`config.mk`:
```
export PLATFORM = sky130hd
export DESIGN_NAME = lock_buzzer_arbiter_flat
export DESIGN_NICKNAME = d
export VERILOG_FILES = /design/src/rtl/lock_buzzer_if.sv /design/src/rtl/lock_buzzer_arbiter.sv /design/src/flat_wrapper.sv
export SDC_FILE = /design/constraint.sdc
export NUM_CORES = 1
export LEC_CHECK = 0
export CAP_MARGIN = 20
export CORE_UTILIZATION = 35
export DETAILED_ROUTE_END_ITERATION = 12
export HOLD_SLACK_MARGIN = 0.12
export PLACE_DENSITY = 0.53
export SLEW_MARGIN = 20
export SYNTH_ARGS = -nofsm -noshare
export SYNTH_HDL_FRONTEND = slang
export SYNTH_SLANG_ARGS = --single-unit
```
`constraint.sdc`:
```
create_clock -name clk -period 2.3 [get_ports clk]
set_clock_uncertainty 0.2 [all_clocks]
set_input_delay 0.23 -clock clk [delete_from_list [all_inputs] [get_ports clk]]
set_output_delay 0.23 -clock clk [all_outputs]
set_load 0.02 [all_outputs]
```
`src/rtl/lock_buzzer_if.sv`:
```
// Bus between the keypad/password datapath and the buzzer arbiter.
//
// Signals:
//   en          datapath -> arbiter  buzzer enable; low mutes and aborts
//   req_key     datapath -> arbiter  one-cycle key-press event pulse
//   req_pass    datapath -> arbiter  one-cycle correct-password event pulse
//   req_fail    datapath -> arbiter  one-cycle wrong-password event pulse
//   buzzer      arbiter -> pin       registered square-wave buzzer drive
//   busy        arbiter -> datapath  a tone pattern is running
//   active_src  arbiter -> datapath  00 none, 01 key, 10 pass, 11 fail
//   done        arbiter -> datapath  one-cycle pulse on normal completion
//   dbg_state   arbiter -> observer  raw FSM state encoding
//
// Handshake: requests are fire-and-forget pulses. There is no ready. A pulse
// is either accepted on the edge that samples it or dropped for good. A pulse
// is dropped if en is low, a higher-priority request arrives in the same
// cycle, or a higher-priority pattern is running. Nothing is queued.
interface lock_buzzer_if;
  logic       en;
  logic       req_key;
  logic       req_pass;
  logic       req_fail;
  logic       buzzer;
  logic       busy;
  logic [1:0] active_src;
  logic       done;
  logic [2:0] dbg_state;

  modport master (
    output en, req_key, req_pass, req_fail,
    input  buzzer, busy, active_src, done, dbg_state
  );

  modport slave (
    input  en, req_key, req_pass, req_fail,
    output buzzer, busy, active_src, done, dbg_state
  );
endinterface

```
`src/rtl/lock_buzzer_arbiter.sv`:
```
// Fixed-priority arbiter for the keypad-lock buzzer. The priority order is
// fail, then pass, then key. It runs a timed tone pattern for the winning
// source and drives the buzzer pin from a register.
//
// Ports:
//   clk  system clock
//   RST  synchronous active-high reset
//   bus  lock_buzzer_if.slave (en, requests in; buzzer, busy, active_src,
//        done, dbg_state out)
//
// Patterns:
//   KEY  : tone with period 2*KEY_HALF, lasting KEY_LEN cycles.
//   PASS : tone with period 2*PASS_HALF, lasting PASS_LEN cycles.
//   FAIL : tone for FAIL_SEG cycles, then silence for FAIL_SEG cycles, then
//          tone for FAIL_SEG cycles. Tone period is 2*FAIL_HALF.
module lock_buzzer_arbiter #(
  parameter int unsigned KEY_HALF  = 50000,
  parameter int unsigned KEY_LEN   = 10000000,
  parameter int unsigned PASS_HALF = 25000,
  parameter int unsigned PASS_LEN  = 30000000,
  parameter int unsigned FAIL_HALF = 100000,
  parameter int unsigned FAIL_SEG  = 5000000
) (
  input  logic          clk,
  input  logic          RST,
  lock_buzzer_if.slave  bus
);

  typedef enum logic [2:0] {
    S_IDLE     = 3'd0,
    S_KEY      = 3'd1,
    S_PASS     = 3'd2,
    S_FAIL_ON1 = 3'd3,
    S_FAIL_GAP = 3'd4,
    S_FAIL_ON2 = 3'd5
  } state_e;

  localparam logic [31:0] KEY_HALF_M1  = 32'(KEY_HALF - 1);
  localparam logic [31:0] KEY_LEN_M1   = 32'(KEY_LEN - 1);
  localparam logic [31:0] PASS_HALF_M1 = 32'(PASS_HALF - 1);
  localparam logic [31:0] PASS_LEN_M1  = 32'(PASS_LEN - 1);
  localparam logic [31:0] FAIL_HALF_M1 = 32'(FAIL_HALF - 1);
  localparam logic [31:0] FAIL_SEG_M1  = 32'(FAIL_SEG - 1);

  state_e      state_q, state_d;
  logic        buzzer_q, buzzer_d;
  logic        done_q, done_d;
  logic [31:0] half_q, half_d;
  logic [31:0] dur_q, dur_d;

  // Priority levels: 0 none, 1 key, 2 pass, 3 fail.
  logic [1:0]  req_lvl;
  logic [1:0]  cur_lvl;
  logic [31:0] half_m1;
  logic [31:0] len_m1;

  always_comb begin
    req_lvl = 2'd0;
    if (bus.req_fail)      req_lvl = 2'd3;
    else if (bus.req_pass) req_lvl = 2'd2;
    else if (bus.req_key)  req_lvl = 2'd1;
  end

  // The running source's level. This also serves as active_src.
  always_comb begin
    cur_lvl = 2'd0;
    half_m1 = FAIL_HALF_M1;
    len_m1  = FAIL_SEG_M1;
    case (state_q)
      S_KEY:  begin cur_lvl = 2'd1; half_m1 = KEY_HALF_M1;  len_m1 = KEY_LEN_M1;  end
      S_PASS: begin cur_lvl = 2'd2; half_m1 = PASS_HALF_M1; len_m1 = PASS_LEN_M1; end
      S_FAIL_ON1, S_FAIL_GAP, S_FAIL_ON2: cur_lvl = 2'd3;
      default: cur_lvl = 2'd0;
    endcase
  end

  always_ff @(posedge clk) begin
    if (RST) begin
      state_q  <= S_IDLE;
      buzzer_q <= 1'b0;
      done_q   <= 1'b0;
      half_q   <= 32'd0;
      dur_q    <= 32'd0;
    end else begin
      state_q  <= state_d;
      buzzer_q <= buzzer_d;
      done_q   <= done_d;
      half_q   <= half_d;
      dur_q    <= dur_d;
    end
  end

  always_comb begin
    state_d  = state_q;
    buzzer_d = buzzer_q;
    done_d   = 1'b0;
    half_d   = half_q;
    dur_d    = dur_q;

    if (!bus.en) begin
      // A mute aborts without a done pulse. It also beats a same-cycle request.
      state_d  = S_IDLE;
      buzzer_d = 1'b0;
      half_d   = 32'd0;
      dur_d    = 32'd0;
    end else if (req_lvl != 2'd0 && req_lvl >= cur_lvl) begin
      // An equal-level request restarts the pattern. A higher-level request
      // preempts the running one. The preempted pattern gets no done pulse.
      case (req_lvl)
        2'd3:    state_d = S_FAIL_ON1;
        2'd2:    state_d = S_PASS;
        default: state_d = S_KEY;
      endcase
      buzzer_d = 1'b1;
      half_d   = 32'd0;
      dur_d    = 32'd0;
    end else begin
      case (state_q)
        S_KEY, S_PASS, S_FAIL_ON1, S_FAIL_ON2: begin
          if (half_q == half_m1) begin
            buzzer_d = ~buzzer_q;
            half_d   = 32'd0;
          end else begin
            half_d = half_q + 32'd1;
          end
          if (dur_q == len_m1) begin
            half_d   = 32'd0;
            dur_d    = 32'd0;
            buzzer_d = 1'b0;
            if (state_q == S_FAIL_ON1) begin
              state_d = S_FAIL_GAP;
            end else begin
              state_d = S_IDLE;
              done_d  = 1'b1;
            end
          end else begin
            dur_d = dur_q + 32'd1;
          end
        end
        S_FAIL_GAP: begin
          buzzer_d = 1'b0;
          half_d   = 32'd0;
          if (dur_q == FAIL_SEG_M1) begin
            // The second tone segment starts high, like a fresh pattern.
            state_d  = S_FAIL_ON2;
            buzzer_d = 1'b1;
            dur_d    = 32'd0;
          end else begin
            dur_d = dur_q + 32'd1;
          end
        end
        default: begin
          state_d  = S_IDLE;
          buzzer_d = 1'b0;
          half_d   = 32'd0;
          dur_d    = 32'd0;
        end
      endcase
    end
  end

  assign bus.buzzer     = buzzer_q;
  assign bus.busy       = (state_q != S_IDLE);
  assign bus.active_src = cur_lvl;
  assign bus.done       = done_q;
  assign bus.dbg_state  = state_q;

endmodule

```
`src/flat_wrapper.sv`:
```
// flat-port wrapper written by rule: the top's interface ports become plain ports
module lock_buzzer_arbiter_flat 
#(
  parameter int unsigned KEY_HALF  = 50000,
  parameter int unsigned KEY_LEN   = 10000000,
  parameter int unsigned PASS_HALF = 25000,
  parameter int unsigned PASS_LEN  = 30000000,
  parameter int unsigned FAIL_HALF = 100000,
  parameter int unsigned FAIL_SEG  = 5000000
)
  (clk, RST, bus_en, bus_req_key, bus_req_pass, bus_req_fail, bus_buzzer, bus_busy, bus_active_src, bus_done, bus_dbg_state);
  lock_buzzer_if bus_i ();
  input  logic clk;
  input  logic RST;
  input wire logic [$bits(bus_i.en)-1:0] bus_en;
  input wire logic [$bits(bus_i.req_key)-1:0] bus_req_key;
  input wire logic [$bits(bus_i.req_pass)-1:0] bus_req_pass;
  input wire logic [$bits(bus_i.req_fail)-1:0] bus_req_fail;
  output wire logic [$bits(bus_i.buzzer)-1:0] bus_buzzer;
  output wire logic [$bits(bus_i.busy)-1:0] bus_busy;
  output wire logic [$bits(bus_i.active_src)-1:0] bus_active_src;
  output wire logic [$bits(bus_i.done)-1:0] bus_done;
  output wire logic [$bits(bus_i.dbg_state)-1:0] bus_dbg_state;
  assign bus_i.en = bus_en;
  assign bus_i.req_key = bus_req_key;
  assign bus_i.req_pass = bus_req_pass;
  assign bus_i.req_fail = bus_req_fail;
  assign bus_buzzer = bus_i.buzzer;
  assign bus_busy = bus_i.busy;
  assign bus_active_src = bus_i.active_src;
  assign bus_done = bus_i.done;
  assign bus_dbg_state = bus_i.dbg_state;
  lock_buzzer_arbiter #(.KEY_HALF(KEY_HALF), .KEY_LEN(KEY_LEN), .PASS_HALF(PASS_HALF), .PASS_LEN(PASS_LEN), .FAIL_HALF(FAIL_HALF), .FAIL_SEG(FAIL_SEG)) u_core (.clk(clk), .RST(RST), .bus(bus_i));
endmodule
```
==> reports/results.tsv <==
stage	metric	value	unit
placement	port bufs	13	
clock_network	clock buffer count from CTS	9	
sta	number of setup violations in the final report	1	
cells_and_area	layout cells sized above 1	0.252	
drt	drt first pass iters	4	
critical_path	crit path max-delay cell type	or4_4	
critical_path	CP startpoint	u_core.bus.dbg_state[1]	
drt	DRC	0	
critical_path	critical path type	reg2reg	
global_routing	vias in the first global route	2773	
power	Net Sw Power	575	uW
clock_network	worst skew pair latency	340	ps
clock_network	clock tree from TritonCTS	done	
placement	Detail Placement HPWL	5490	um
floorplanning	DIE HEIGHT	103	um
clock_network	Max Buffers Root-to-Sink	2	
cells_and_area	Area Overhead vs Synth	30.2	%
yosys	register area share after synthesis	0.388	
drt	DRT iter0 DRCs	76	
yosys	Post-synth EDFFs	0	
clock_network	clk root buf	clkbuf_8	
floorplanning	chip width	103	um
power	Switching Share	0.254	
drt	Detail Route Antenna Nets	0	
floorplanning	Ports	14	
global_routing	pin count of the biggest net entering global routing	33	
drt	drt wl/cell	12.5	um
sta	slew margin rel.	0.722	
critical_path	critical-path maximum fanout	6	
yosys	Cell Area, Synth	3560	sq um
power	pwr/cell area	488	nW/um^2
yosys	Primary FF master, synth	dfxtp_1	
sta	Worst Tran Pin Value	413	ps
floorplanning	DIE AREA	10600	sq um
clock_network	Worst-path clk slew	80	ps
flow_run	maxcap violations	0	
global_routing	global-route wire length before repair	13000	um
power	Int Pwr	1690	uW
floorplanning	Initial Util	0.362	
sta	Setup TNS	-12.0	ps
global_routing	total gr overflow	0	
sta	final period utilization	1.01	
critical_path	crit path buf inv count	1	
drt	vias per cell	4.70	
yosys	register bit total from synthesis	69	
yosys	Syn Inst Count	416	
clock_network	H-Tree Depth	3	
clock_network	CTS sink cnt	69	
power	leak pwr	0.00163	uW
sta	RSZ-0062 raised after global routing	yes	
critical_path	Setup crit end kind	flop	
global_routing	initial antenna violation count	0	
sta	min Tclk post-route	2310	ps
floorplanning	Std-Cell Rows	36	
placement	GPL Wtd Cong	0.755	
status	status	complete, but fails checks	
global_routing	total track usage	0.160	
sta	final worst-path setup slack	-12.0	ps
cells_and_area	Final Net Count	509	
cells_and_area	most common cell after layout, fill and taps aside	nor2_1	
worst_hold_path	worst min path class	reg2reg	
power	clock share of power	0.385	
cells_and_area	Antenna Cells	0	
critical_path	ordered list of cells on the worst path	buf_6, nand2b_4, or4_4, a2111oi_4, nand3_2, and3_4, nor4_4	
sta	final hold viol count	0	
critical_path	Worst EP required	2360	ps
cells_and_area	most frequent cells in the layout	nor2_1, dfxtp_1, buf_4	
yosys	Yosys warning count	0	
yosys	synth unique cells	50	
critical_path	WP data arrival	2370	ps
floorplanning	core box area	9820	sq um
drt	Routed WL	7980	um
critical_path	reg-to-reg startpoint	u_core.bus.dbg_state[1]	
status	failing checks	setup timing	
yosys	ys async rst share	0	
sta	fmax	433	MHz
sta	final-report max-slew violation count	0	
yosys	Synth Area per Inst	8.55	sq um
critical_path	Max stage delay on crit path	430	ps
critical_path	Critical Path Start Type	flop	
power	Sequential Power Share	0.532	
cells_and_area	Final Util	0.472	
yosys	syn nets	426	
critical_path	Crit path max-delay family	simple AND/OR/NAND/NOR gates	
worst_hold_path	hold_sp	u_core.half_q[0]	
power	combinational group share of total power	0.083	
placement	worst slack, placed	-394	ps
drt	Vias	2991	
power	VDD IR-drop max	0.341	mV
-- power groups by stage --
stage | sequential, uW | combinational [uW] | clock [uW]
after floorplan | 1230 | 86.3 | 0
after global placement | 1230 | 149 | 0
after detailed placement | 1230 | 151 | 0
after CTS | 1200 | 165 | 920
after global routing | 1200 | 200 | 969
final | 1200 | 187 | 872
-- per-stage QoR --
stage / instances / area, sq um / hold slack, ps / power [uW]
4_1_cts: 632 / 4500 / 268 / 2290
6_report: 637 / 4630 / 260 / 2260
3_3_place_gp: 609 / 4230 / 242 / 1380
2_1_floorplan: 416 / 3590 / 226 / 1320
3_5_place_dp: 609 / 4230 / 250 / 1380
5_1_grt: 637 / 4630 / 317 / 2370
-- synth_stat cells (2+ instances only) --
cell type,n,area share
o22ai_1,2,0.0035
a2111oi_4,2,0.015
buf_6,8,0.025
nand4b_1,2,0.0049
nor2_1,91,0.096
nand3_1,24,0.034
nor4b_1,2,0.0049
and3_1,14,0.025
and2_1,3,0.0053
nor4_1,7,0.012
dfxtp_1,69,0.39
ha_1,4,0.014
and4_1,7,0.017
nand2_1,27,0.028
a21oi_1,6,0.0084
nand3_2,2,0.0056
buf_2,5,0.0070
nand2b_1,4,0.0070
xor2_1,31,0.076
inv_1,13,0.014
or3_1,2,0.0035
nor4bb_1,2,0.0056
or2_2,6,0.011
nor3_1,10,0.014
o21ai_0,3,0.0042
nor2b_1,5,0.0088
nand4_1,12,0.021
xnor2_1,31,0.076
-- final cells by class --
class / instances / area (sq um)
multi-input combinational: 322 / 2140
sequential: 69 / 1390
clock buffer: 9 / 124
timing repair buffer: 84 / 716
clock inverter: 7 / 46.3
inverter: 13 / 48.8
tap: 133 / 166
fill: 1000 / 5190
-- logic make-up after synthesis --
kind of cell	synth area share
AO/OA/AOI/OAI	0.0609
XOR/XNOR	0.153
adder cells (fa/ha/maj)	0.0141
buffers and inverters	0.0461
flip-flops	0.388
AND/OR/NAND/NOR	0.338
-- flip-flops by register name, indices dropped and copies added (netlist names) --
name	cells
u_core.dur_q	32
u_core.half_q	32
u_core.bus.dbg_state	3
u_core.bus.buzzer	1
u_core.bus.done	1
-- worst paths after layout --
check,slack [ps],cells past startpoint,end
worst max-delay path,-10,7,u_core.bus.buzzer
worst min-delay path,260,1,u_core.half_q[0]
worst max register to register,-10,7,u_core.bus.buzzer
worst min register to register,260,1,u_core.half_q[0]
-- layer usage --
layer	routed length, um	track usage
met2	3820	0.272
met3	158	0.0407
met1	3930	0.203
met4	72	0.0390
met5	0	0
-- repair_timing --
action / CTS / global route
hold buffers: 0 / 0
gates cloned: 1 / 0
pin swaps: 5 / 7
setup buffers: 6 / 5
endpoints found under the setup margin: 41 / 67
gates resized for setup: 3 / 19
hold endpoints to repair: 0 / 0
Note: power is estimated with default switching activity, not from simulation.
==> RTL change 1: new RTL, same settings <==
Reset style: asynchronous (`RST`), changed in one clocked block. Comments in the files are not updated.
--- a/src/rtl/lock_buzzer_arbiter.sv
+++ b/src/rtl/lock_buzzer_arbiter.sv
@@ -74,7 +74,7 @@
     endcase
   end
 
-  always_ff @(posedge clk) begin
+  always_ff @(posedge clk or posedge RST) begin
     if (RST) begin
       state_q  <= S_IDLE;
       buzzer_q <= 1'b0;
Function: differs if RST is asserted again (counterexample within 4 cycles, from zero or initial values and one cycle with RST high); with RST held inactive, the same outputs for 10 cycles.
==> RTL change 1 against the unedited design <==
The flow still finishes with violations (setup timing); sequential cell count did not move; largest cell class unchanged; worst setup slack worse by 0.26 ns; routed wire length rose by 16%; via count increased by 7.6%; non-clock buffer count increased by 4; synthesized area up 7.2%; final area is 9.7% higher; utilization rose by 1.4 points; die area rose by 7.1%; hold slack improved by 0.086 ns.
Power is not compared: it rests on default switching activity, and its combinational part moved more than twofold at a synthesized area within 25%.
==> RTL change 1: results <==
export IMPL_root_buffer="clkbuf_8"
export IMPL_cts_buffer_depth=2
export IMPL_drive_above_1_share_pct=26.5
export IMPL_p_leak_nw=2.16
export IMPL_synth_area_top_cells="dfrtp_1 (45%), nor2_1 (8.5%), xor2_1 (7.1%)"
export IMPL_grt_pass1_vias=3143
export IMPL_grt_met3_usage_pct=2.27
export IMPL_worstHoldPathCells=2
export IMPL_r2r_start="u_core.bus.dbg_state[0]$_DFFE_PP0P_"
export IMPL_cts_buffers=9
export IMPL_drt_iter0_drc=180
export IMPL_placed_cell_area_mm2=0.00461
export IMPL_grt_use_total_pct=17.5
export IMPL_cts_htree_levels=3
export IMPL_vdd_ir_drop_worst_mv=0.229
export IMPL_clk_pin_slew_ns=0.07
export IMPL_worstMarginPinSlew_ns=0.536
export IMPL_synthDistinctLibCells=50
export IMPL_ys_seq_area_share_pct=45.3
export IMPL_avgSynthCellArea_um2=9.15
export IMPL_synth_warnings=0
export IMPL_fin_setup_tns_ns=-12.77
export IMPL_synth_async_reset_ratio_pct=100
export IMPL_status="finished, violations left"
export IMPL_r2r_end="u_core.dur_q[31]$_DFF_PP0_"
export IMPL_antenna_cells=0
export IMPL_min_from="u_core.dur_q[0]$_DFF_PP0_"
export IMPL_synth_nets=427
export IMPL_clk_latency_ns=0.35
export IMPL_globalplace_congestion=0.815
export IMPL_grt_max_degree=33
export IMPL_portBuffers=13
export IMPL_cp_arrival_ns=2.61
export IMPL_dp_cells=621
export IMPL_routed_via_density=4.99
export IMPL_antenna_found_initial=0
export IMPL_grt_pass1_wl_um=15400
export IMPL_cp_max_fo=6
export IMPL_hold_class="register to register"
export IMPL_violations="setup timing"
export IMPL_setup_ws_ns=-0.268
export IMPL_r2r_worst_path_cells=9
export IMPL_drtPass1Iterations=4
export IMPL_grtUsageMet2_pct=25.5
export IMPL_preCtsSetupSlack_ns=-0.310
export IMPL_nets=514
export IMPL_vias=3217
export IMPL_ys_flop_type="dfrtp_1"
export IMPL_dpl_hpwl_um=6610
export IMPL_met1_usage_pct=25.5
export IMPL_setup_viol=67
export IMPL_min_to="u_core.dur_q[0]$_DFF_PP0_"
export IMPL_ys_top_cells_by_count="nor2_1 (86), dfrtp_1 (69), xor2_1 (31)"
export IMPL_routed_wl_um=9280
## RTL change 1: area by class of cell
cell class	count	area, um^2
fill	1022	5380
inverter	17	63.8
timing repair buffer	88	822
clock buffer	16	190
tap	136	170
sequential	69	1730
multi-input combinational	319	2110
## RTL change 1: critical path: stages (launching register included)
cell,delay [ns]
dfrtp_2,0.43
or3b_4,0.43
buf_6,0.14
mux2_4,0.32
a221oi_4,0.23
nor2_2,0.08
o31ai_4,0.26
buf_6,0.17
clkbuf_16,0.16
nor2_2,0.03
## RTL change 1: what timing repair did
action / CTS / global route
hold buffers: 1 / 0
pin swaps: 4 / 6
cloned: 1 / 2
endpoints found under the hold margin: 15 / 0
gates resized for setup: 15 / 35
endpoints found under the setup margin: 68 / 69
setup buffers: 4 / 0
## RTL change 1: how the worst max path moves through the flow
stage | startpoint | to | slack (ns) | cells past startpoint
floorplan | u_core.bus.dbg_state[0]$_DFFE_PP0P_ | u_core.bus.buzzer$_DFFE_PP0P_ | -0.33 | 7
global route | u_core.bus.dbg_state[0]$_DFFE_PP0P_ | u_core.bus.buzzer$_DFFE_PP0P_ | -0.35 | 6
CTS | u_core.bus.dbg_state[0]$_DFFE_PP0P_ | u_core.bus.buzzer$_DFFE_PP0P_ | -0.25 | 6
detailed placement | bus_req_pass | u_core.half_q[4]$_DFF_PP0_ | -0.31 | 11
global placement | u_core.bus.dbg_state[0]$_DFFE_PP0P_ | u_core.bus.buzzer$_DFFE_PP0P_ | -0.28 | 6
finish | u_core.bus.dbg_state[0]$_DFFE_PP0P_ | u_core.dur_q[31]$_DFF_PP0_ | -0.27 | 9
## RTL change 1: metal layers
metal  share of wire [%]  wire [um]  up-vias
met1                  52       4860     1556
met5                   0          0        -
met2                  43       3960       41
met3                 3.3        302       11
li1                    -          -     1609
met4                 1.8        163        0
## RTL change 1: kinds of logic (layout without fill, tap and decap cells)
group | count (synthesis) | after routing | synth area share, %
AND/OR/NAND/NOR | 225 | 225 | 30.0
multiplexers | 4 | 4 | 1.08
buffers and inverters | 29 | 121 | 3.48
flip-flops | 69 | 69 | 45.3
XOR/XNOR | 61 | 61 | 14.0
AO/OA/AOI/OAI | 25 | 25 | 4.89
adder cells (fa/ha/maj) | 4 | 4 | 1.31
## RTL change 1: where the power goes
part,internal (mW),switching (mW),leakage [nW]
combinational,0.230,0.235,1.10
clock,0.512,0.450,0.0970
sequential,1.23,0.0124,0.957
total,1.97,0.698,2.16
## RTL change 1: per-stage QoR
stage,hold WS (ns),total power [mW]
floorplan,0.144,1.47
CTS,0.339,2.65
finish,0.346,2.67
detailed placement,0.329,1.64
global route,0.356,2.79
global placement,0.323,1.64
==> RTL change 2: new RTL, same settings <==
Made on the original files. `PASS_HALF` is set to 25000 in 2 places; all go to 16384.
--- a/src/rtl/lock_buzzer_arbiter.sv
+++ b/src/rtl/lock_buzzer_arbiter.sv
@@ -16,7 +16,7 @@
 module lock_buzzer_arbiter #(
   parameter int unsigned KEY_HALF  = 50000,
   parameter int unsigned KEY_LEN   = 10000000,
-  parameter int unsigned PASS_HALF = 25000,
+  parameter int unsigned PASS_HALF = 16384,
   parameter int unsigned PASS_LEN  = 30000000,
   parameter int unsigned FAIL_HALF = 100000,
   parameter int unsigned FAIL_SEG  = 5000000
--- a/src/flat_wrapper.sv
+++ b/src/flat_wrapper.sv
@@ -3,7 +3,7 @@
 #(
   parameter int unsigned KEY_HALF  = 50000,
   parameter int unsigned KEY_LEN   = 10000000,
-  parameter int unsigned PASS_HALF = 25000,
+  parameter int unsigned PASS_HALF = 16384,
   parameter int unsigned PASS_LEN  = 30000000,
   parameter int unsigned FAIL_HALF = 100000,
   parameter int unsigned FAIL_SEG  = 5000000
Behaviour: no difference found for any inputs over 10 cycles, from zero or initial values; that may be too few to reach the edited logic, so the function may still have changed.
==> RTL change 2 against the unedited design <==
The flow still finishes with violations (setup timing); via count increased by 2.3%; synthesized area decreased by 4.0%; routed wire length increased by 6.6%; final area increased by 3.7%; sequential cell count unchanged; highest routed layer unchanged; utilization increased by 4.3 points; power increased by 11%; worst setup slack got worse by 0.070 ns; clock power increased by 28%.
==> RTL change 2: results <==
export IMPL_met1_usage_pct=21.4
export IMPL_clkbuf_count=10
export IMPL_multi_input_area_share_pct=46.0
export IMPL_dpl_hpwl_um=5450
export IMPL_synth_xor_area_share_pct=15.9
export IMPL_status="finished, violations left"
export IMPL_preCtsSetupSlack_ns=-0.176
export IMPL_synth_area_top_cells="dfxtp_1 (40%), nor2_1 (10%), xor2_1 (9.0%)"
export IMPL_buffers=82
export IMPL_finalPower_mw=2.50
export IMPL_setup_viol=61
export IMPL_multi_input_cells=312
export IMPL_vias=3060
export IMPL_grt_pass1_vias=2873
export IMPL_crit_path_max_incr_delay_ns=0.53
export IMPL_grtUsageMet2_pct=29.0
export IMPL_globalplace_congestion=0.775
export IMPL_fill_cells=889
export IMPL_p_comb_mw=0.183
export IMPL_grt_use_total_pct=17.1
export IMPL_worstMarginPinSlew_ns=0.374
export IMPL_grt_met3_usage_pct=3.88
export IMPL_clock_sinks=69
export IMPL_placed_cell_area_mm2=0.00411
export IMPL_setup_ws_ns=-0.0822
export IMPL_r2r_worst_path_cells=8
export IMPL_synth_compound_area_share_pct=4.69
export IMPL_synth_nets=416
export IMPL_antenna_cells=0
export IMPL_yosysTopAreaCellShare_pct=40.4
export IMPL_wl_met2_um=4330
export IMPL_wl_per_cell_um=13.7
export IMPL_wl_met3_um=199
export IMPL_violations="setup timing"
export IMPL_p_leak_nw=1.69
export IMPL_fin_setup_tns_ns=-3.50
export IMPL_vdd_ir_drop_worst_mv=0.478
export IMPL_cp_arrival_ns=2.43
export IMPL_routed_via_density=4.94
export IMPL_highest_layer="met4"
export IMPL_ys_seq_area_share_pct=40.4
export IMPL_buffer_area_share_pct=16.0
export IMPL_dp_cells=589
export IMPL_powerDensity_mw_per_mm2=521
export IMPL_clk_power_mw=1.12
export IMPL_wl_met1_um=3910
export IMPL_drt_iter0_drc=72
export IMPL_seqCellArea_mm2=0.00140
export IMPL_nets=496
export IMPL_switchingPower_mw=0.573
export IMPL_synthDistinctLibCells=45
export IMPL_synthCells=406
export IMPL_synth_fa_ha_area_share_pct=1.47
[RTL change 2: path summary, 6_finish.rpt]
path	slack [ns]	from	end
max	-0.08	u_core.dur_q[22]$_SDFF_PP0_	u_core.dur_q[22]$_SDFF_PP0_
min	0.24	u_core.dur_q[0]$_SDFF_PP0_	u_core.dur_q[0]$_SDFF_PP0_
max reg2reg	-0.08	u_core.dur_q[22]$_SDFF_PP0_	u_core.dur_q[22]$_SDFF_PP0_
min reg2reg	0.24	u_core.dur_q[0]$_SDFF_PP0_	u_core.dur_q[0]$_SDFF_PP0_
[RTL change 2: timing repair]
| item | 4_1_cts | 5_1_grt |
|---|---|---|
| gates resized for setup | 15 | 63 |
| endpoints found under the setup margin | 66 | 69 |
| hold buffers | 0 | 0 |
| setup buffers | 5 | 8 |
| cloned | 1 | 4 |
| pin swaps | 3 | 17 |
